$ cat src/rtl/airi5c_wb_commit_if.sv
// Bundles the signals between the WB pipeline register, the data-memory
// read-response channel and the register file/CSR side of the commit stage.
//   slave  : used by airi5c_wb_commit (consumes WB payload and dmem response,
//            drives stall_WB, the rf write port, retire and load faults)
//   master : used by whatever drives the WB payload and response (e.g. a bench)
// XPR_LEN : datapath width.
interface airi5c_wb_commit_if #(
    parameter int XPR_LEN = 32
);
    // WB pipeline register payload
    logic               prev_killed_WB;
    logic               had_ex_WB;
    logic               valid_WB;
    logic               wr_reg_WB;
    logic [4:0]         reg_to_wr_WB;
    logic               is_load_WB;
    logic [1:0]         ld_size_WB;
    logic               ld_unsigned_WB;
    logic [1:0]         ld_offset_WB;
    logic [XPR_LEN-1:0] result_WB;
    logic               flush_WB;
    // data-memory read response
    logic               dmem_rvalid;
    logic [XPR_LEN-1:0] dmem_rdata;
    logic               dmem_rerr;
    // commit-stage outputs
    logic               stall_WB;
    logic               rf_wen;
    logic [4:0]         rf_waddr;
    logic [XPR_LEN-1:0] rf_wdata;
    logic               retire;
    logic               load_fault;
    logic               fault_timeout;

    modport slave (
        input  prev_killed_WB, had_ex_WB, valid_WB, wr_reg_WB, reg_to_wr_WB,
               is_load_WB, ld_size_WB, ld_unsigned_WB, ld_offset_WB, result_WB,
               flush_WB, dmem_rvalid, dmem_rdata, dmem_rerr,
        output stall_WB, rf_wen, rf_waddr, rf_wdata, retire, load_fault,
               fault_timeout
    );

    modport master (
        output prev_killed_WB, had_ex_WB, valid_WB, wr_reg_WB, reg_to_wr_WB,
               is_load_WB, ld_size_WB, ld_unsigned_WB, ld_offset_WB, result_WB,
               flush_WB, dmem_rvalid, dmem_rdata, dmem_rerr,
        input  stall_WB, rf_wen, rf_waddr, rf_wdata, retire, load_fault,
               fault_timeout
    );
endinterface

$ cat src/rtl/airi5c_wb_commit.sv
// Writeback/commit stage.
// Completes loads from the dmem read-response channel (byte/half/word
// alignment plus sign/zero extension), drives the register-file write port,
// holds the WB pipeline register via stall_WB while a load response is
// outstanding, and reports retirement and load bus faults (error response or
// response timeout).
//
// Ports:
//   clk, nreset   clock, asynchronous active-low reset
//   bus           airi5c_wb_commit_if.slave (WB payload, dmem response,
//                 stall_WB, rf_wen/rf_waddr/rf_wdata, retire, load_fault,
//                 fault_timeout)
//   instret*      only with AIRI5C_WB_INSTRET_EN defined: 64-bit retired
//                 instruction counter with a 32-bit half-word write port
//
// Parameters:
//   XPR_LEN       datapath width
//   LOAD_TIMEOUT  WAIT cycles (1..255) without a response before a timeout fault
//
// Optional feature macro: AIRI5C_WB_INSTRET_EN
module airi5c_wb_commit #(
    parameter int XPR_LEN      = 32,
    parameter int LOAD_TIMEOUT = 255
) (
    input  logic                 clk,
    input  logic                 nreset,
`ifdef AIRI5C_WB_INSTRET_EN
    input  logic                 instret_wen,
    input  logic [31:0]          instret_wdata,
    input  logic                 instret_hi,
    output logic [63:0]          instret,
`endif
    airi5c_wb_commit_if.slave    bus
);

    typedef enum logic [1:0] {
        S_IDLE  = 2'd0,
        S_WAIT  = 2'd1,
        S_DRAIN = 2'd2
    } state_t;

    localparam logic [7:0] TIMEOUT_LIM = 8'(LOAD_TIMEOUT);

    state_t             state_reg;
    logic [7:0]         cnt_reg;
    logic               rf_wen_reg;
    logic [4:0]         rf_waddr_reg;
    logic [XPR_LEN-1:0] rf_wdata_reg;
    logic               retire_reg;
    logic               load_fault_reg;
    logic               fault_timeout_reg;

    logic               live;
    logic               live_load;
    logic               wen_req;
    logic               timeout_hit;
    logic               stall;

    assign live      = bus.valid_WB & ~bus.prev_killed_WB & ~bus.had_ex_WB & ~bus.flush_WB;
    assign live_load = live & bus.is_load_WB;
    assign wen_req   = bus.wr_reg_WB & (bus.reg_to_wr_WB != 5'd0);
    // The counter holds the number of completed WAIT cycles; this cycle is
    // the last one allowed when it would reach the limit.
    assign timeout_hit = ((cnt_reg + 8'd1) == TIMEOUT_LIM);

    // ---------------- load data alignment ----------------
    logic [7:0]         byte_lane [4];
    logic [7:0]         ld_byte;
    logic [15:0]        ld_half;
    logic [XPR_LEN-1:0] ld_data;

    for (genvar gi = 0; gi < 4; gi++) begin : g_lane
        assign byte_lane[gi] = bus.dmem_rdata[8*gi +: 8];
    end

    always_comb begin
        ld_byte = byte_lane[bus.ld_offset_WB];
        ld_half = bus.ld_offset_WB[1] ? {byte_lane[3], byte_lane[2]}
                                      : {byte_lane[1], byte_lane[0]};
        case (bus.ld_size_WB)
            2'b00:   ld_data = {{(XPR_LEN-8){ld_byte[7] & ~bus.ld_unsigned_WB}}, ld_byte};
            2'b01:   ld_data = {{(XPR_LEN-16){ld_half[15] & ~bus.ld_unsigned_WB}}, ld_half};
            default: ld_data = bus.dmem_rdata;    // 10 and 11 both mean word
        endcase
    end

    // ---------------- stall (combinational) ----------------
    // In WAIT the stall drops in the very cycle the load resolves (response,
    // flush or timeout) so the pipeline register advances past it exactly once.
    // In DRAIN a new load is held until the stale response has been absorbed.
    always_comb begin
        stall = 1'b0;
        case (state_reg)
            S_IDLE:  stall = live_load & ~bus.dmem_rvalid;
            S_WAIT:  stall = ~(bus.flush_WB | bus.dmem_rvalid | timeout_hit);
            S_DRAIN: stall = live_load;
            default: stall = 1'b0;
        endcase
    end

    // ---------------- FSM with registered outputs ----------------
    always_ff @(posedge clk or negedge nreset) begin
        if (!nreset) begin
            state_reg         <= S_IDLE;
            cnt_reg           <= 8'd0;
            rf_wen_reg        <= 1'b0;
            rf_waddr_reg      <= 5'd0;
            rf_wdata_reg      <= '0;
            retire_reg        <= 1'b0;
            load_fault_reg    <= 1'b0;
            fault_timeout_reg <= 1'b0;
        end else begin
            // pulses default low; address/data hold their last commit
            rf_wen_reg        <= 1'b0;
            retire_reg        <= 1'b0;
            load_fault_reg    <= 1'b0;
            fault_timeout_reg <= 1'b0;
            case (state_reg)
                S_IDLE: begin
                    if (live && !bus.is_load_WB) begin
                        retire_reg   <= 1'b1;
                        rf_wen_reg   <= wen_req;
                        rf_waddr_reg <= bus.reg_to_wr_WB;
                        rf_wdata_reg <= bus.result_WB;
                    end else if (live_load && bus.dmem_rvalid) begin
                        if (bus.dmem_rerr) begin
                            load_fault_reg <= 1'b1;
                        end else begin
                            retire_reg   <= 1'b1;
                            rf_wen_reg   <= wen_req;
                            rf_waddr_reg <= bus.reg_to_wr_WB;
                            rf_wdata_reg <= ld_data;
                        end
                    end else if (live_load) begin
                        state_reg <= S_WAIT;
                        cnt_reg   <= 8'd0;
                    end
                end
                S_WAIT: begin
                    cnt_reg <= cnt_reg + 8'd1;
                    if (bus.flush_WB) begin
                        // a response arriving with the flush is dropped here;
                        // otherwise it is still owed and must be drained
                        state_reg <= bus.dmem_rvalid ? S_IDLE : S_DRAIN;
                    end else if (bus.dmem_rvalid) begin
                        state_reg <= S_IDLE;
                        if (bus.dmem_rerr) begin
                            load_fault_reg <= 1'b1;
                        end else begin
                            retire_reg   <= 1'b1;
                            rf_wen_reg   <= wen_req;
                            rf_waddr_reg <= bus.reg_to_wr_WB;
                            rf_wdata_reg <= ld_data;
                        end
                    end else if (timeout_hit) begin
                        load_fault_reg    <= 1'b1;
                        fault_timeout_reg <= 1'b1;
                        state_reg         <= S_DRAIN;
                    end
                end
                S_DRAIN: begin
                    if (live && !bus.is_load_WB) begin
                        retire_reg   <= 1'b1;
                        rf_wen_reg   <= wen_req;
                        rf_waddr_reg <= bus.reg_to_wr_WB;
                        rf_wdata_reg <= bus.result_WB;
                    end
                    // the first response here belongs to the abandoned load
                    if (bus.dmem_rvalid) begin
                        state_reg <= S_IDLE;
                    end
                end
                default: state_reg <= S_IDLE;
            endcase
        end
    end

    assign bus.stall_WB      = stall;
    assign bus.rf_wen        = rf_wen_reg;
    assign bus.rf_waddr      = rf_waddr_reg;
    assign bus.rf_wdata      = rf_wdata_reg;
    assign bus.retire        = retire_reg;
    assign bus.load_fault    = load_fault_reg;
    assign bus.fault_timeout = fault_timeout_reg;

`ifdef AIRI5C_WB_INSTRET_EN
    // retired-instruction counter; a software write overrides the increment
    logic [63:0] instret_reg;

    always_ff @(posedge clk or negedge nreset) begin
        if (!nreset) begin
            instret_reg <= 64'd0;
        end else if (instret_wen) begin
            if (instret_hi) begin
                instret_reg[63:32] <= instret_wdata;
            end else begin
                instret_reg[31:0]  <= instret_wdata;
            end
        end else if (retire_reg) begin
            instret_reg <= instret_reg + 64'd1;
        end
    end

    assign instret = instret_reg;
`endif

endmodule

$ cat src/flat_wrapper.sv
// flat-port wrapper written by rule: the top's interface ports become plain ports
module airi5c_wb_commit_flat 
#(
    parameter int XPR_LEN      = 32,
    parameter int LOAD_TIMEOUT = 255
)
  (clk, nreset, bus_prev_killed_WB, bus_had_ex_WB, bus_valid_WB, bus_wr_reg_WB, bus_reg_to_wr_WB, bus_is_load_WB, bus_ld_size_WB, bus_ld_unsigned_WB, bus_ld_offset_WB, bus_result_WB, bus_flush_WB, bus_dmem_rvalid, bus_dmem_rdata, bus_dmem_rerr, bus_stall_WB, bus_rf_wen, bus_rf_waddr, bus_rf_wdata, bus_retire, bus_load_fault, bus_fault_timeout);
  airi5c_wb_commit_if #(.XPR_LEN(XPR_LEN)) bus_i ();
  input  logic clk;
  input  logic nreset;
  input wire logic [$bits(bus_i.prev_killed_WB)-1:0] bus_prev_killed_WB;
  input wire logic [$bits(bus_i.had_ex_WB)-1:0] bus_had_ex_WB;
  input wire logic [$bits(bus_i.valid_WB)-1:0] bus_valid_WB;
  input wire logic [$bits(bus_i.wr_reg_WB)-1:0] bus_wr_reg_WB;
  input wire logic [$bits(bus_i.reg_to_wr_WB)-1:0] bus_reg_to_wr_WB;
  input wire logic [$bits(bus_i.is_load_WB)-1:0] bus_is_load_WB;
  input wire logic [$bits(bus_i.ld_size_WB)-1:0] bus_ld_size_WB;
  input wire logic [$bits(bus_i.ld_unsigned_WB)-1:0] bus_ld_unsigned_WB;
  input wire logic [$bits(bus_i.ld_offset_WB)-1:0] bus_ld_offset_WB;
  input wire logic [$bits(bus_i.result_WB)-1:0] bus_result_WB;
  input wire logic [$bits(bus_i.flush_WB)-1:0] bus_flush_WB;
  input wire logic [$bits(bus_i.dmem_rvalid)-1:0] bus_dmem_rvalid;
  input wire logic [$bits(bus_i.dmem_rdata)-1:0] bus_dmem_rdata;
  input wire logic [$bits(bus_i.dmem_rerr)-1:0] bus_dmem_rerr;
  output wire logic [$bits(bus_i.stall_WB)-1:0] bus_stall_WB;
  output wire logic [$bits(bus_i.rf_wen)-1:0] bus_rf_wen;
  output wire logic [$bits(bus_i.rf_waddr)-1:0] bus_rf_waddr;
  output wire logic [$bits(bus_i.rf_wdata)-1:0] bus_rf_wdata;
  output wire logic [$bits(bus_i.retire)-1:0] bus_retire;
  output wire logic [$bits(bus_i.load_fault)-1:0] bus_load_fault;
  output wire logic [$bits(bus_i.fault_timeout)-1:0] bus_fault_timeout;
  assign bus_i.prev_killed_WB = bus_prev_killed_WB;
  assign bus_i.had_ex_WB = bus_had_ex_WB;
  assign bus_i.valid_WB = bus_valid_WB;
  assign bus_i.wr_reg_WB = bus_wr_reg_WB;
  assign bus_i.reg_to_wr_WB = bus_reg_to_wr_WB;
  assign bus_i.is_load_WB = bus_is_load_WB;
  assign bus_i.ld_size_WB = bus_ld_size_WB;
  assign bus_i.ld_unsigned_WB = bus_ld_unsigned_WB;
  assign bus_i.ld_offset_WB = bus_ld_offset_WB;
  assign bus_i.result_WB = bus_result_WB;
  assign bus_i.flush_WB = bus_flush_WB;
  assign bus_i.dmem_rvalid = bus_dmem_rvalid;
  assign bus_i.dmem_rdata = bus_dmem_rdata;
  assign bus_i.dmem_rerr = bus_dmem_rerr;
  assign bus_stall_WB = bus_i.stall_WB;
  assign bus_rf_wen = bus_i.rf_wen;
  assign bus_rf_waddr = bus_i.rf_waddr;
  assign bus_rf_wdata = bus_i.rf_wdata;
  assign bus_retire = bus_i.retire;
  assign bus_load_fault = bus_i.load_fault;
  assign bus_fault_timeout = bus_i.fault_timeout;
  airi5c_wb_commit #(.XPR_LEN(XPR_LEN), .LOAD_TIMEOUT(LOAD_TIMEOUT)) u_core (.clk(clk), .nreset(nreset), .bus(bus_i));
endmodule
$ cat config.mk
export PLATFORM = sky130hd
export DESIGN_NAME = airi5c_wb_commit_flat
export DESIGN_NICKNAME = d
export VERILOG_FILES = /design/src/rtl/airi5c_wb_commit_if.sv /design/src/rtl/airi5c_wb_commit.sv /design/src/flat_wrapper.sv
export SDC_FILE = /design/constraint.sdc
export NUM_CORES = 1
export LEC_CHECK = 0
export ABC_CLOCK_PERIOD_IN_PS = 2400
export CAP_MARGIN = 20
export CORE_ASPECT_RATIO = 1.2
export CORE_MARGIN = 2
export CORE_UTILIZATION = 25
export CTS_CLUSTER_SIZE = 30
export DETAILED_ROUTE_END_ITERATION = 16
export PLACE_DENSITY = 0.55
export SYNTH_ARGS = -nofsm -noshare
export SYNTH_HDL_FRONTEND = slang
export SYNTH_SLANG_ARGS = --single-unit
$ cat constraint.sdc
create_clock -name clk -period 2.4 [get_ports clk]
set_input_delay 0.48 -clock clk [delete_from_list [all_inputs] [get_ports clk]]
set_output_delay 0.48 -clock clk [all_outputs]
set_load 0.1 [all_outputs]
Word-level counts from Yosys, hierarchy flattened:

Index checks and enable logic that the tools add are counted.

* output and inout bits: 42
* bits of input ports: 84
* logic and storage cells: 108
* flip-flop bits (word level): 51

* bitwise logic cells: 17
* equality and inequality tests: 13
* reduce and logical (&&, ||, !) cells: 11
* magnitude comparators: 1
* muxes and demuxes: 57
* add/sub/neg operators: 1

Operators by type and width (number)
* 32-bit two-way mux: 6
* 32-bit case mux with 3 select lines: 1
* 32-bit case mux with 2 select lines: 1
* 8-bit two-way mux: 5
* 5-bit two-way mux: 6
* 1-bit two-way mux: 21
* 8-bit binary-select mux with 2-bit select: 1
* 16-bit two-way mux: 1
* 2-bit two-way mux: 8
* 8-bit case mux with 2 select lines: 1
* 5-bit case mux with 3 select lines: 1
* 2-bit inequality test (second input constant): 5
* 5-bit AND reduction: 2
* 1-bit case mux with 3 select lines: 3
* 8-bit by 1-bit adder with 8-bit output (second input constant): 1
* 1-bit bitwise AND: 8
* 8-bit equality test (second input constant): 1
* 1-bit NOT: 6
* 2-bit case mux with 3 select lines: 1
* 5-bit nonzero test: 1
* 2-bit by 1-bit equality test with 1-bit output (second input constant): 2
* 2-bit zero test: 2
* 2-bit by 1-bit inequality test with 1-bit output (second input constant): 2
* 4-bit by 3-bit inequality test with 1-bit output (second input constant): 1
* 11 further kinds: 13

Longest topological paths before layout:

Gate-level depths: netlist (run 1).

* depth in word-level cells: 10
* mapped depth: 10

Least setup slack after synthesis (run 1):

Ideal clock, no wire load.

* path kind: register to output
* start: register u_core.state_reg[1]
* end: output port bus_stall_WB
* arrival: 2.806 ns
* cell stages (with the launch flop): 7
* slack: -0.886 ns
* cells stage by stage: dfrtp_1 > inv_1 > ha_1 > clkbuf_1 > nor2b_1 > nand2_1 > a31oi_1

* longest elaborated chain between the ends: 2

RTL lines
* start, declared: line airi5c_wb_commit.sv:44 `state_t state_reg;`
* start signal, assigned: line airi5c_wb_commit.sv:144 `state_reg <= bus.dmem_rvalid ? S_IDLE : S_DRAIN;`
* 2-bit equality test, or another cell as far along: line airi5c_wb_commit.sv:93 `case (state_reg)`
* 1-bit case mux with 3 select lines *: line airi5c_wb_commit.sv:93
* end, declared: line flat_wrapper.sv:25 `output wire logic [$bits(bus_i.stall_WB)-1:0] bus_stall_WB;`

Mark *: on every way between the ends. The rest lies on a longest branch, timed or not.

Final worst setup path (run 1):

* start: register u_core.cnt_reg[1]
* end: output port bus_stall_WB

* longest elaborated chain between the ends: 5

RTL lines
* start, declared: line airi5c_wb_commit.sv:45 `logic [7:0] cnt_reg;`
* start signal, assigned: line airi5c_wb_commit.sv:140 `cnt_reg <= cnt_reg + 8'd1;`
* 8-bit by 1-bit adder with 8-bit output: line airi5c_wb_commit.sv:64 `assign timeout_hit = ((cnt_reg + 8'd1) == TIMEOUT_LIM);`
* 8-bit equality test: line airi5c_wb_commit.sv:64
* 1-bit bitwise OR: line airi5c_wb_commit.sv:95 `S_WAIT: stall = ~(bus.flush_WB | bus.dmem_rvalid | timeout_hit);`
* 1-bit NOT: line airi5c_wb_commit.sv:95
* 1-bit case mux with 3 select lines: line airi5c_wb_commit.sv:93

No other way between the ends.

==> results of run 1 <==
## power groups by stage
stage	Sequential, uW	Combinational [uW]	Clock [uW]
after floorplan	3490	1450	0
after global placement	1470	4770	0
after detailed placement	1470	4850	0
after CTS	1460	4850	871
after global routing	1510	5110	891
final	1460	4860	842
## worst min-delay path by stage
stage                     slack, ns                                from                                  to  cells past startpoint
after global placement         0.49  u_core.bus.rf_wdata[6]$_DFFE_PN0P_  u_core.bus.rf_wdata[6]$_DFFE_PN0P_                      1
final                          0.18                              nreset         u_core.bus.retire$_DFF_PN0_                      2
after CTS                      0.19                              nreset  u_core.bus.rf_wdata[8]$_DFFE_PN0P_                      2
after detailed placement       0.48  u_core.bus.rf_wdata[6]$_DFFE_PN0P_  u_core.bus.rf_wdata[6]$_DFFE_PN0P_                      1
after floorplan                0.18                              nreset  u_core.bus.fault_timeout$_DFF_PN0_                      0
after global routing           0.21                              nreset         u_core.bus.retire$_DFF_PN0_                      2
## per-stage QoR
| step | power, uW | area [um2] | setup TNS [ns] |
|---|---|---|---|
| floorplan | 4930 | 3370 | 0 |
| global placement | 6240 | 5140 | -4.59 |
| detailed placement | 6330 | 5140 | -7.39 |
| CTS | 7180 | 5320 | -0.132 |
| global route | 7510 | 5350 | -0.194 |
| finish | 7160 | 5350 | -0.0955 |
## synthesized netlist by cell type, types with 5 or more instances
| library cell | n | share of area |
|---|---|---|
| sky130_fd_sc_hd__dfrtp_1 | 51 | 0.38 |
| sky130_fd_sc_hd__nand2_1 | 32 | 0.036 |
| sky130_fd_sc_hd__nor2_1 | 32 | 0.036 |
| sky130_fd_sc_hd__o21ai_0 | 30 | 0.045 |
| sky130_fd_sc_hd__a21oi_1 | 23 | 0.034 |
| sky130_fd_sc_hd__a222oi_1 | 15 | 0.045 |
| sky130_fd_sc_hd__clkbuf_1 | 15 | 0.017 |
| sky130_fd_sc_hd__a221o_1 | 12 | 0.036 |
| sky130_fd_sc_hd__mux2_2 | 10 | 0.034 |
| sky130_fd_sc_hd__inv_1 | 9 | 0.010 |
| sky130_fd_sc_hd__nand3_1 | 9 | 0.013 |
| sky130_fd_sc_hd__nor3_1 | 8 | 0.012 |
| sky130_fd_sc_hd__buf_2 | 7 | 0.010 |
| sky130_fd_sc_hd__a22oi_1 | 6 | 0.013 |
| sky130_fd_sc_hd__ha_1 | 6 | 0.022 |
| sky130_fd_sc_hd__nand2b_1 | 6 | 0.011 |
| sky130_fd_sc_hd__o22ai_1 | 6 | 0.011 |
| sky130_fd_sc_hd__mux4_2 | 5 | 0.034 |
| sky130_fd_sc_hd__o22a_1 | 5 | 0.013 |
## cell usage in the layout (no fill, tap or decap), drive strengths merged, types with 5 or more instances in the layout
cell type	count
buf	108
clkdlybuf4s50	79
dfrtp	51
nand2	33
nor2	32
o21ai	31
a21oi	25
a222oi	15
a221o	12
mux2	10
inv	9
nand3	9
nor3	8
nand2b	7
a22oi	6
o22ai	6
clkbuf	6
ha	6
mux4	5
o22a	5
## layer usage
metal	vias to the layer above	global-route usage	wire length (um)	part of all wire
li1	1742	-	-	-
met1	1778	0.209	5010	0.40
met2	151	0.313	6330	0.51
met3	16	0.0387	933	0.075
met4	0	0.0469	165	0.013
met5	-	0	0	0
## area by class of cell
| type | instances | area (um2) |
|---|---|---|
| fillers | 1321 | 7830 |
| repair buffers | 190 | 1690 |
| clock buffers | 6 | 139 |
| well taps | 168 | 210 |
| clock inverters | 2 | 35.0 |
| inverters | 9 | 33.8 |
| multi-input cells | 275 | 1960 |
| flip-flops and latches | 51 | 1280 |
## worst register-to-register path, stage by stage (launching register included)
cell                        delay (ns)
sky130_fd_sc_hd__dfrtp_1          0.39
sky130_fd_sc_hd__inv_1            0.10
sky130_fd_sc_hd__ha_1             0.33
sky130_fd_sc_hd__nor2b_1          0.16
sky130_fd_sc_hd__a211o_1          0.30
sky130_fd_sc_hd__buf_4            0.17
sky130_fd_sc_hd__a2111oi_0        0.42
sky130_fd_sc_hd__buf_4            0.19
sky130_fd_sc_hd__a221o_1          0.10
## kinds of logic (layout without fill, tap and decap cells)
group / Yosys count / in the layout / share of synthesized area
AO/OA/AOI/OAI: 135 / 135 / 0.294
AND/OR/NAND/NOR: 111 / 111 / 0.166
flip-flops: 51 / 51 / 0.380
buffers and inverters: 35 / 207 / 0.0485
multiplexers: 19 / 19 / 0.0791
adder cells (fa/ha/maj): 6 / 6 / 0.0224
XOR/XNOR: 4 / 4 / 0.0104
## timing repair
item / in CTS / in global routing
gates cloned: 0 / 0
hold endpoints to repair: 0 / 0
resized for setup: 5 / 9
setup endpoints to repair: 1 / 5
setup buffers: 0 / 0
pin swaps: 4 / 0
==> results.md, run 1 <==
* Cell count after placement at about 690
* Capture point of the critical path: bus_stall_WB
* Comb power frac at 0.678
* Number of hold violations in the final report at 0
* Mapped Cells at ~360
* Via-per-instance ratio at between 5 and 6
* CTS tree: done
* Kind of cell with the highest combined delay on the critical path: compound AO/OA/AOI/OAI gates
* Ratio of final minimum period to clock period at 1.04
* Global-route wire length before repair at 19300 um
* Critical Path RT at 1.92 ns
* Overall Global Routing Usage at 0.175
* Internal power at 3190 uW
* Post-layout minimum cycle time at approximately 2.5 ns
* Unrepaired setup endpoints after global routing: yes
* Final net count at 622
* Total clock sinks at 51
* Final count of pins violating max slew at 0
* Residual antenna-violating net count after detailed routing at 0
* Synth Flop Type: sky130_fd_sc_hd__dfrtp_1
* Number of enable flip-flop cells after synthesis at 0
* Sequential share of power at 0.204
* Die Footprint at around 14000 um2
* Via count of the first global-routing pass at ~3700
* Final worst hold slack at between 0.15 and 0.2 ns
* Max_cap viols at 0
* Logic depth of the worst setup path including buffers at 7
* Post-route setup slack at -0.0955 ns
* Post-synthesis cell type count at 61
* Worst Reg2Reg Path Length in Cells at 8
* Switching component of the power at 3970 uW
* Count of final setup violators at 1
* Fraction of final layout cells sized beyond drive strength 1 at 0.281
* Antenna violations before repair at 0
* Source of the worst register-to-register timing path: u_core.state_reg[0]$_DFFE_PN0P_
* Internal reg-to-reg setup slack at 0.17 ns
* Root Buffer Master: sky130_fd_sc_hd__clkbuf_16
* Startpoint class of the critical path: register
* Count of TritonRoute iterations in the first routing pass at 6
* Estimated wirelength of the detail-placed design at 9940 um
* Mapped cell area at about 3400 um2
* Class of the most critical setup path: reg2out
* Hold Path Class: in2async
* Count of buffers inserted at the top-level ports at 125
* Violated checks: setup timing
* Flip-flop and latch count after synthesis at roughly 50
* Biggest cell delay along the critical path at a little over 0.4 ns
* Routability congestion estimate at 0.902
* Starting density of the core at 0.255
* Transition time at the pin with the least slew margin at 0.441 ns
* Placement Rows at 46
* Number of H-tree branching levels at 2
* Peak fanout along the critical path at 2
* Share of the core filled with cells at 0.406
* Non-filler instance count after layout at 701
* Ant. Diodes at 0
* Die height at ~130 um
* Beginning of the critical path: u_core.cnt_reg[1]$_DFFE_PN0P_
* Largest buffer count on any clock path at 2
* Leakage dissipation at roughly 0.0023 uW
* Width of the die at 110 um
* Clock-pin transition on the worst setup and hold timing paths at 0.07 ns
* Total CTS buffers at 5
* Critical Path AT at 2.02 ns
* Slowest library cell on the worst path: sky130_fd_sc_hd__a2111o_1
* P&R area growth vs syn at 59.4%
* Largest net degree at the start of global routing at 52
* Achievable frequency at 0.401 GHz
* Final routed DRC violation total at 0
* Result of the run: finished, violations left
* Mean area per synthesized cell at between 9 and 10 um2
* Cts hold-fix bufs at 0
* Worst path bufs/invs at 1
* Routed wire length per instance at roughly 18 um
* Clock Power Share at 0.118
* Seq/Total Area, Yosys at 0.380
* Worst slew margin at 0.698
* Syn. warnings at 0
* Worst reg2reg path endpoint: u_core.bus.rf_wdata[10]$_DFFE_PN0P_
* Max FFs per register at 32
* Core region area at 13200 um2
* Routed wire length at 12400 um
* I/O Pins at 126
* Remaining global-route overflow at 0
* Clock network latency to the later pin of the worst-skew pair at 0.30 ns
* Drt initial violations at 225
* Power density over cell area at 1340 nW/um2
* Number of nets produced by synthesis at 451
* FFs w/ async S/R, synth at 1.00
* Share of total power consumed by net switching at 0.554
* Setup skew after layout at 0.00846 ns
* Number of vias after detailed routing at 3687
* Cell-by-cell trace of the critical path: ha_2, nand3_2, or3_4, a2111o_1, nand2_2, a31oi_4, buf_12
* Post-placement setup slack at -0.227 ns
* Endpoint kind of the worst setup timing path: primary output
* Worst-case vdd ir drop at 0.873 mV
Note: power is estimated with default switching activity, not from simulation.
==> inputs of run 2 (changes only) <==
PLACE_DENSITY = 0.57   (was 0.55)
==> results.md, run 2 (synthesis results as in run 1) <==
* Power density over cell area at 1320 nW/um2 (was 1340 nW/um2)
* Root Buffer Master: sky130_fd_sc_hd__clkbuf_16 (unchanged)
* Overall Global Routing Usage at 0.173 (was 0.175)
* Unrepaired setup endpoints after global routing: yes (unchanged)
* Critical Path RT at 1.92 ns (about the same)
* Internal power at 3050 uW (was 3190 uW)
* Routed wire length at 12100 um (was 12400 um)
* Clock-pin transition on the worst setup and hold timing paths at 0.07 ns (about the same)
* Post-route setup slack at -0.150 ns (was -0.0955 ns)
* Peak fanout along the critical path at 2 (unchanged)
* Antenna violations before repair at 0 (unchanged)
* Comb power frac at 0.693 (was 0.678)
* Internal reg-to-reg setup slack at 0.19 ns (was 0.17 ns)
* Max FFs per register at 32 (unchanged)
* Worst Reg2Reg Path Length in Cells at 7 (was 8)
* Area occupied by registers at 1280 um2 (unchanged)
* Number of vias after detailed routing at 3611 (was 3687)
* Largest buffer count on any clock path at 2 (unchanged)
* Met3 routing resource usage after global routing at 0.0313 (was 0.0387)
* Startpoint class of the critical path: register (unchanged)
* Number of H-tree branching levels at 2 (unchanged)
* Worst slew margin at 0.553 (was 0.698)
* Violated checks: setup timing (unchanged)
* Routed wire length per instance at 17.4 um (was 17.7 um)
* Global routing usage on met2 at 0.301 (was 0.313)
* Post-layout minimum cycle time at 2.55 ns (was 2.50 ns)
* Total area of multi-input combinational cells at 1960 um2 (about the same)
* Source of the worst register-to-register timing path: u_core.state_reg[0]$_DFFE_PN0P_ (unchanged)
* Starting density of the core at 0.255 (unchanged)
* Fraction of final layout cells sized beyond drive strength 1 at 0.272 (was 0.281)
* Global-route wire length before repair at 19300 um (about the same)
* Die Footprint at 14400 um2 (unchanged)
* Commonest cells after routing, fill and taps aside: sky130_fd_sc_hd__buf_4 (102), sky130_fd_sc_hd__clkdlybuf4s50_1 (82), sky130_fd_sc_hd__dfrtp_1 (51), sky130_fd_sc_hd__nand2_1 (31), sky130_fd_sc_hd__nor2_1 (31) (was sky130_fd_sc_hd__buf_4 (101), sky130_fd_sc_hd__clkdlybuf4s50_1 (79), sky130_fd_sc_hd__dfrtp_1 (51), sky130_fd_sc_hd__nor2_1 (32), sky130_fd_sc_hd__nand2_1 (31))
* Share of total power consumed by net switching at 0.563 (was 0.554)
* Worst-case vdd ir drop at 0.875 mV (was 0.873 mV)
* Number of hold violations in the final report at 0 (unchanged)
* Setup skew after layout at 0.00542 ns (was 0.00846 ns)
* Clock network latency to the later pin of the worst-skew pair at 0.29 ns (was 0.30 ns)
* Sequential share of power at 0.210 (was 0.204)
* Die height at 131 um (unchanged)
* Routability congestion estimate at 0.891 (was 0.902)
* Via count of the first global-routing pass at 3688 (was 3719)
* Final count of pins violating max slew at 0 (unchanged)
* Final net count at 621 (was 622)
* Count of final setup violators at 1 (unchanged)
* Estimated wirelength of the detail-placed design at 9890 um (was 9940 um)
* Hold Path Class: in2async (unchanged)
* I/O Pins at 126 (unchanged)
* Count of TritonRoute iterations in the first routing pass at 6 (unchanged)
* Count of buffers inserted at the top-level ports at 125 (unchanged)
* Residual antenna-violating net count after detailed routing at 0 (unchanged)
* Ratio of final minimum period to clock period at 1.06 (was 1.04)
* Worst reg2reg path endpoint: u_core.bus.rf_wdata[31]$_DFFE_PN0P_ (was u_core.bus.rf_wdata[10]$_DFFE_PN0P_)
* Ant. Diodes at 0 (unchanged)
* Via-per-instance ratio at 5.17 (was 5.26)
* Placement Rows at 46 (unchanged)
* Switching component of the power at 3930 uW (was 3970 uW)
* Global Route met1 Usage at 0.218 (was 0.209)
* Cell count after placement at 690 (was 693)
* Global-route layer with the greatest usage: met2 (unchanged)
* Width of the die at 110 um (unchanged)
* CTS tree: done (unchanged)
* Most common cell after layout, fill and taps aside: sky130_fd_sc_hd__buf_4 (unchanged)
* Transition time at the pin with the least slew margin at 0.669 ns (was 0.441 ns)
* Drt initial violations at 202 (was 225)
* Post-placement setup slack at -0.328 ns (was -0.227 ns)
* Critical Path AT at 2.07 ns (was 2.02 ns)
* Final Total Pwr at 6980 uW (was 7160 uW)
* Number of inserted filler cells in the final layout at 1284 (was 1321)
* Result of the run: finished, violations left (unchanged)
* P&R area growth vs syn at 57.4% (was 59.4%)
* Endpoint kind of the worst setup timing path: primary output (unchanged)
* Max_cap viols at 0 (unchanged)
* Total clock sinks at 51 (unchanged)
* Total CTS buffers at 5 (unchanged)
* Remaining global-route overflow at 0 (unchanged)
* Leakage dissipation at 0.00222 uW (was 0.00226 uW)
* Core region area at 13200 um2 (unchanged)
* Largest net degree at the start of global routing at 25 (was 52)
* Non-filler instance count after layout at 698 (was 701)
* Achievable frequency at 0.392 GHz (was 0.401 GHz)
* Clock Power Share at 0.098 (was 0.118)
* Class of the most critical setup path: reg2out (unchanged)
* Final routed DRC violation total at 0 (unchanged)
[run 2: changes by cell type in the layout (fill, tap and decap cells not counted), sizes merged]
cell / change
clkinv: -1
buf: -1
dlygate4sd2: -3
clkdlybuf4s50: +3
bufinv: -1
[run 2: power by group through the flow]
stage | registers (uW) | clock network, uW | logic [uW]
final | 1470 | 680 | 4830
after global routing | 1510 | 726 | 5140
after CTS | 1460 | 697 | 4840
after detailed placement | 1470 | 0 | 4830
after global placement | 1460 | 0 | 4770
after floorplan | 3490 | 0 | 1450
[run 2: routing by layer]
layer / share of wire / routed length [um]
met4: 0.021 / 252
met2: 0.51 / 6140
met1: 0.41 / 5000
met3: 0.060 / 731
met5: 0 / 0
[run 2: how the worst max path moves through the flow]
stage | start | end
6_report | u_core.cnt_reg[1]$_DFFE_PN0P_ | bus_stall_WB
5_1_grt | u_core.cnt_reg[1]$_DFFE_PN0P_ | bus_stall_WB
4_1_cts | u_core.cnt_reg[1]$_DFFE_PN0P_ | bus_stall_WB
3_5_place_dp | bus_flush_WB | u_core.bus.rf_wdata[31]$_DFFE_PN0P_
3_3_place_gp | bus_flush_WB | u_core.bus.rf_wdata[22]$_DFFE_PN0P_
2_1_floorplan | u_core.cnt_reg[0]$_DFFE_PN0P_ | bus_stall_WB
[run 2: per-stage QoR]
step / TNS, ns / cell area [um2] / util / hold slack [ns]
after global routing: -0.287 / 5280 / 0.401 / 0.238
after floorplan: 0 / 3370 / - / 0.184
final: -0.150 / 5280 / 0.401 / 0.181
after detailed placement: -9.86 / 5110 / 0.388 / 0.477
after global placement: -7.84 / 5110 / 0.388 / 0.477
after CTS: -0.131 / 5260 / 0.399 / 0.201
[run 2: layout make-up]
class,instances,area share
multi-input combinational,275,0.371
timing repair buffer,189,0.317
sequential,51,0.242
tap,168,0.0398
clock buffer,6,0.0244
inverter,9,0.00640
[run 2: what timing repair did]
| action | CTS | global route |
|---|---|---|
| pin swaps | 2 | 2 |
| gates cloned | 0 | 0 |
| hold buffers | 0 | 0 |
| setup endpoints to repair | 16 | 4 |
| gates resized for setup | 4 | 2 |
| setup buffers | 1 | 1 |
[run 2: worst max-delay path, cell delays in order (launching register included)]
cell                       delay [ns]
sky130_fd_sc_hd__dfrtp_1         0.40
sky130_fd_sc_hd__ha_4            0.16
sky130_fd_sc_hd__nand3_2         0.07
sky130_fd_sc_hd__or3_4           0.33
sky130_fd_sc_hd__a2111o_1        0.46
sky130_fd_sc_hd__nand2_2         0.10
sky130_fd_sc_hd__a31oi_4         0.09
sky130_fd_sc_hd__buf_12          0.18
==> inputs of run 3 (changes only) <==
--- a/config.mk
+++ b/config.mk
@@ -6,9 +6,10 @@
 export NUM_CORES = 1
 export LEC_CHECK = 0
-export ABC_CLOCK_PERIOD_IN_PS = 2400
+export ABC_CLOCK_PERIOD_IN_PS = 2350
 export CAP_MARGIN = 20
 export CORE_ASPECT_RATIO = 1.2
 export CORE_MARGIN = 2
 export CORE_UTILIZATION = 25
+export CTS_BUF_LIST = sky130_fd_sc_hd__clkbuf_4 sky130_fd_sc_hd__clkbuf_8 sky130_fd_sc_hd__clkbuf_16
 export CTS_CLUSTER_SIZE = 30
 export DETAILED_ROUTE_END_ITERATION = 16
==> constraint.sdc (replaced) <==
create_clock -name clk -period 2.35 [get_ports clk]
set_input_delay 0.47 -clock clk [delete_from_list [all_inputs] [get_ports clk]]
set_output_delay 0.47 -clock clk [all_outputs]
set_load 0.05 [all_outputs]
==> results.md, run 3 (synthesis results as in run 1) <==
* Count of TritonRoute iterations in the first routing pass at 5 (was 6)
* Global-route wire length before repair at 18800 um (was 19300 um)
* Total clock sinks at 51 (unchanged)
* Number of vias after detailed routing at 3606 (was 3611)
* Most common cell after layout, fill and taps aside: sky130_fd_sc_hd__clkdlybuf4s50_1 (was sky130_fd_sc_hd__buf_4)
* Worst Reg2Reg Path Length in Cells at 9 (was 7)
* Max_cap viols at 0 (unchanged)
* Residual antenna-violating net count after detailed routing at 0 (unchanged)
* Drt initial violations at 245 (was 202)
* Class of the most critical setup path: in2out (was reg2out)
* Source of the worst register-to-register timing path: u_core.state_reg[0]$_DFFE_PN0P_ (unchanged)
* Result of the run: finished, violations left (unchanged)
* I/O Pins at 126 (unchanged)
* Routed wire length at 12200 um (was 12100 um)
* Post-placement setup slack at -0.423 ns (was -0.328 ns)
* Final net count at 613 (was 621)
* Cell count after placement at 684 (was 690)
* Routed wire length per instance at 17.6 um (was 17.4 um)
* Count of final setup violators at 1 (unchanged)
* Worst slew margin at 0.616 (was 0.553)
* Transition time at the pin with the least slew margin at 0.576 ns (was 0.669 ns)
* Die height at 131 um (unchanged)
* Total CTS buffers at 5 (unchanged)
* Remaining global-route overflow at 0 (unchanged)
* Power density over cell area at 1170 nW/um2 (was 1320 nW/um2)
* Count of buffers added by post-CTS timing repair for setup at 0 (was 1)
* Beginning of the critical path: bus_prev_killed_WB (was u_core.cnt_reg[1]$_DFFE_PN0P_)
* Final routed DRC violation total at 0 (unchanged)
* Unrepaired setup endpoints after global routing: yes (unchanged)
* Achievable frequency at 0.401 GHz
* Startpoint class of the critical path: input pin (was register)
* Ant. Diodes at 0 (unchanged)
* Antenna violations before repair at 0 (unchanged)
* Die Footprint at 14400 um2 (unchanged)
* Number of inserted filler cells in the final layout at 1276 (was 1284)
* Width of the die at 110 um (unchanged)
* Commonest cells after routing, fill and taps aside: sky130_fd_sc_hd__clkdlybuf4s50_1 (123), sky130_fd_sc_hd__buf_4 (52), sky130_fd_sc_hd__dfrtp_1 (51), sky130_fd_sc_hd__nand2_1 (32), sky130_fd_sc_hd__nor2_1 (31) (was sky130_fd_sc_hd__buf_4 (102), sky130_fd_sc_hd__clkdlybuf4s50_1 (82), sky130_fd_sc_hd__dfrtp_1 (51), sky130_fd_sc_hd__nand2_1 (31), sky130_fd_sc_hd__nor2_1 (31))
* CTS tree: done (unchanged)
* Final Total Pwr at 6240 uW (was 6980 uW)
* Placement Rows at 46 (unchanged)
* Estimated wirelength of the detail-placed design at 9740 um (was 9890 um)
* Ratio of final minimum period to clock period at 1.06
* Clock-pin transition on the worst setup and hold timing paths at 0.07 ns (about the same)
* Clock network latency to the later pin of the worst-skew pair at 0.28 ns (was 0.29 ns)
* Hold Path Class: in2async (unchanged)
* Via count of the first global-routing pass at 3572 (was 3688)
* Post-route setup slack at -0.142 ns (was -0.150 ns)
* Largest net degree at the start of global routing at 31 (was 25)
* Setup skew after layout at 0.00405 ns (was 0.00542 ns)
* Root Buffer Master: sky130_fd_sc_hd__clkbuf_16 (unchanged)
* P&R area growth vs syn at 59.7% (was 57.4%)
* Leakage dissipation at 0.00215 uW (was 0.00222 uW)
* Max FFs per register at 32 (unchanged)
* Overall Global Routing Usage at 0.168 (was 0.173)
* Count of buffers inserted at the top-level ports at 125 (unchanged)
* Endpoint kind of the worst setup timing path: primary output (unchanged)
* Violated checks: setup timing (unchanged)
* Capture point of the critical path: bus_stall_WB (unchanged)
* Worst-case vdd ir drop at 0.525 mV (was 0.875 mV)
* Cts hold-fix bufs at 0 (unchanged)
* Peak fanout along the critical path at 3 (was 2)
* Critical Path RT at 1.88 ns (was 1.92 ns)
* Largest buffer count on any clock path at 2 (unchanged)
* Post-layout minimum cycle time at 2.49 ns
* Worst reg2reg path endpoint: u_core.bus.rf_wdata[8]$_DFFE_PN0P_ (was u_core.bus.rf_wdata[31]$_DFFE_PN0P_)
* Core region area at 13200 um2 (unchanged)
* Non-filler instance count after layout at 692 (was 698)
* Final count of pins violating max slew at 0 (unchanged)
* Critical Path AT at 2.02 ns (was 2.07 ns)
* Via-per-instance ratio at 5.21 (was 5.17)
* Routability congestion estimate at 0.935 (was 0.891)
* Number of hold violations in the final report at 0 (unchanged)
* Internal reg-to-reg setup slack at 0.22 ns (was 0.19 ns)
* Number of H-tree branching levels at 2 (unchanged)
* Fraction of final layout cells sized beyond drive strength 1 at 0.185 (was 0.272)
* Starting density of the core at 0.255 (unchanged)
run 3: how the worst min path moves through the flow:
| stage | from | to | slack (ns) | depth (start not counted) |
|---|---|---|---|---|
| after floorplan | nreset | u_core.bus.fault_timeout$_DFF_PN0_ | 0.17 | 0 |
| after global placement | u_core.bus.rf_wdata[6]$_DFFE_PN0P_ | u_core.bus.rf_wdata[6]$_DFFE_PN0P_ | 0.48 | 1 |
| after detailed placement | nreset | u_core.cnt_reg[3]$_DFFE_PN0P_ | 0.49 | 1 |
| after CTS | nreset | u_core.cnt_reg[3]$_DFFE_PN0P_ | 0.19 | 1 |
| after global routing | nreset | u_core.cnt_reg[0]$_DFFE_PN0P_ | 0.21 | 1 |
| final | nreset | u_core.cnt_reg[0]$_DFFE_PN0P_ | 0.18 | 1 |
run 3: power by group:
group / switching, uW / total, uW / leakage [uW] / internal, uW
Combinational: 2330 / 3900 / 0.00142 / 1580
Clock: 325 / 855 / 0.0000868 / 530
Sequential: 255 / 1480 / 0.000643 / 1230
run 3: timing repair:
action,in CTS,in global routing
pin swaps,1,0
setup endpoints to repair,17,19
gates resized for setup,3,6
run 3: critical path, cell delays in order:
cell,delay [ns]
sky130_fd_sc_hd__clkdlybuf4s50_1,0.47
sky130_fd_sc_hd__nor4b_4,0.35
sky130_fd_sc_hd__nand3_1,0.14
sky130_fd_sc_hd__a21o_1,0.21
sky130_fd_sc_hd__a31oi_2,0.21
sky130_fd_sc_hd__buf_12,0.17
run 3: layout make-up:
| type | count | area [um2] | share of cell area |
|---|---|---|---|
| Multi-Input combinational cell | 275 | 1950 | 0.363 |
| Timing Repair Buffer | 181 | 1720 | 0.321 |
| Sequential cell | 51 | 1280 | 0.238 |
| Tap cell | 168 | 210 | 0.0392 |
| Clock buffer | 6 | 139 | 0.0259 |
| Clock inverter | 2 | 35.0 | 0.00654 |
| Inverter | 9 | 33.8 | 0.00631 |
run 3: per-layer routing:
| metal | wire (um) | track usage |
|---|---|---|
| met1 | 5140 | 0.212 |
| met2 | 6120 | 0.298 |
| met3 | 745 | 0.0303 |
| met4 | 168 | 0.0335 |
| met5 | 0 | 0 |
run 3: metrics by stage:
stage / cell area [um2] / setup TNS [ns] / util / hold WS, ns
2_1_floorplan: 3360 / 0 / - / 0.174
3_3_place_gp: 5160 / -7.04 / 0.391 / 0.477
3_5_place_dp: 5160 / -9.41 / 0.391 / 0.490
4_1_cts: 5340 / -0.168 / 0.405 / 0.185
5_1_grt: 5360 / -0.203 / 0.406 / 0.206
6_report: 5360 / -0.142 / 0.406 / 0.176
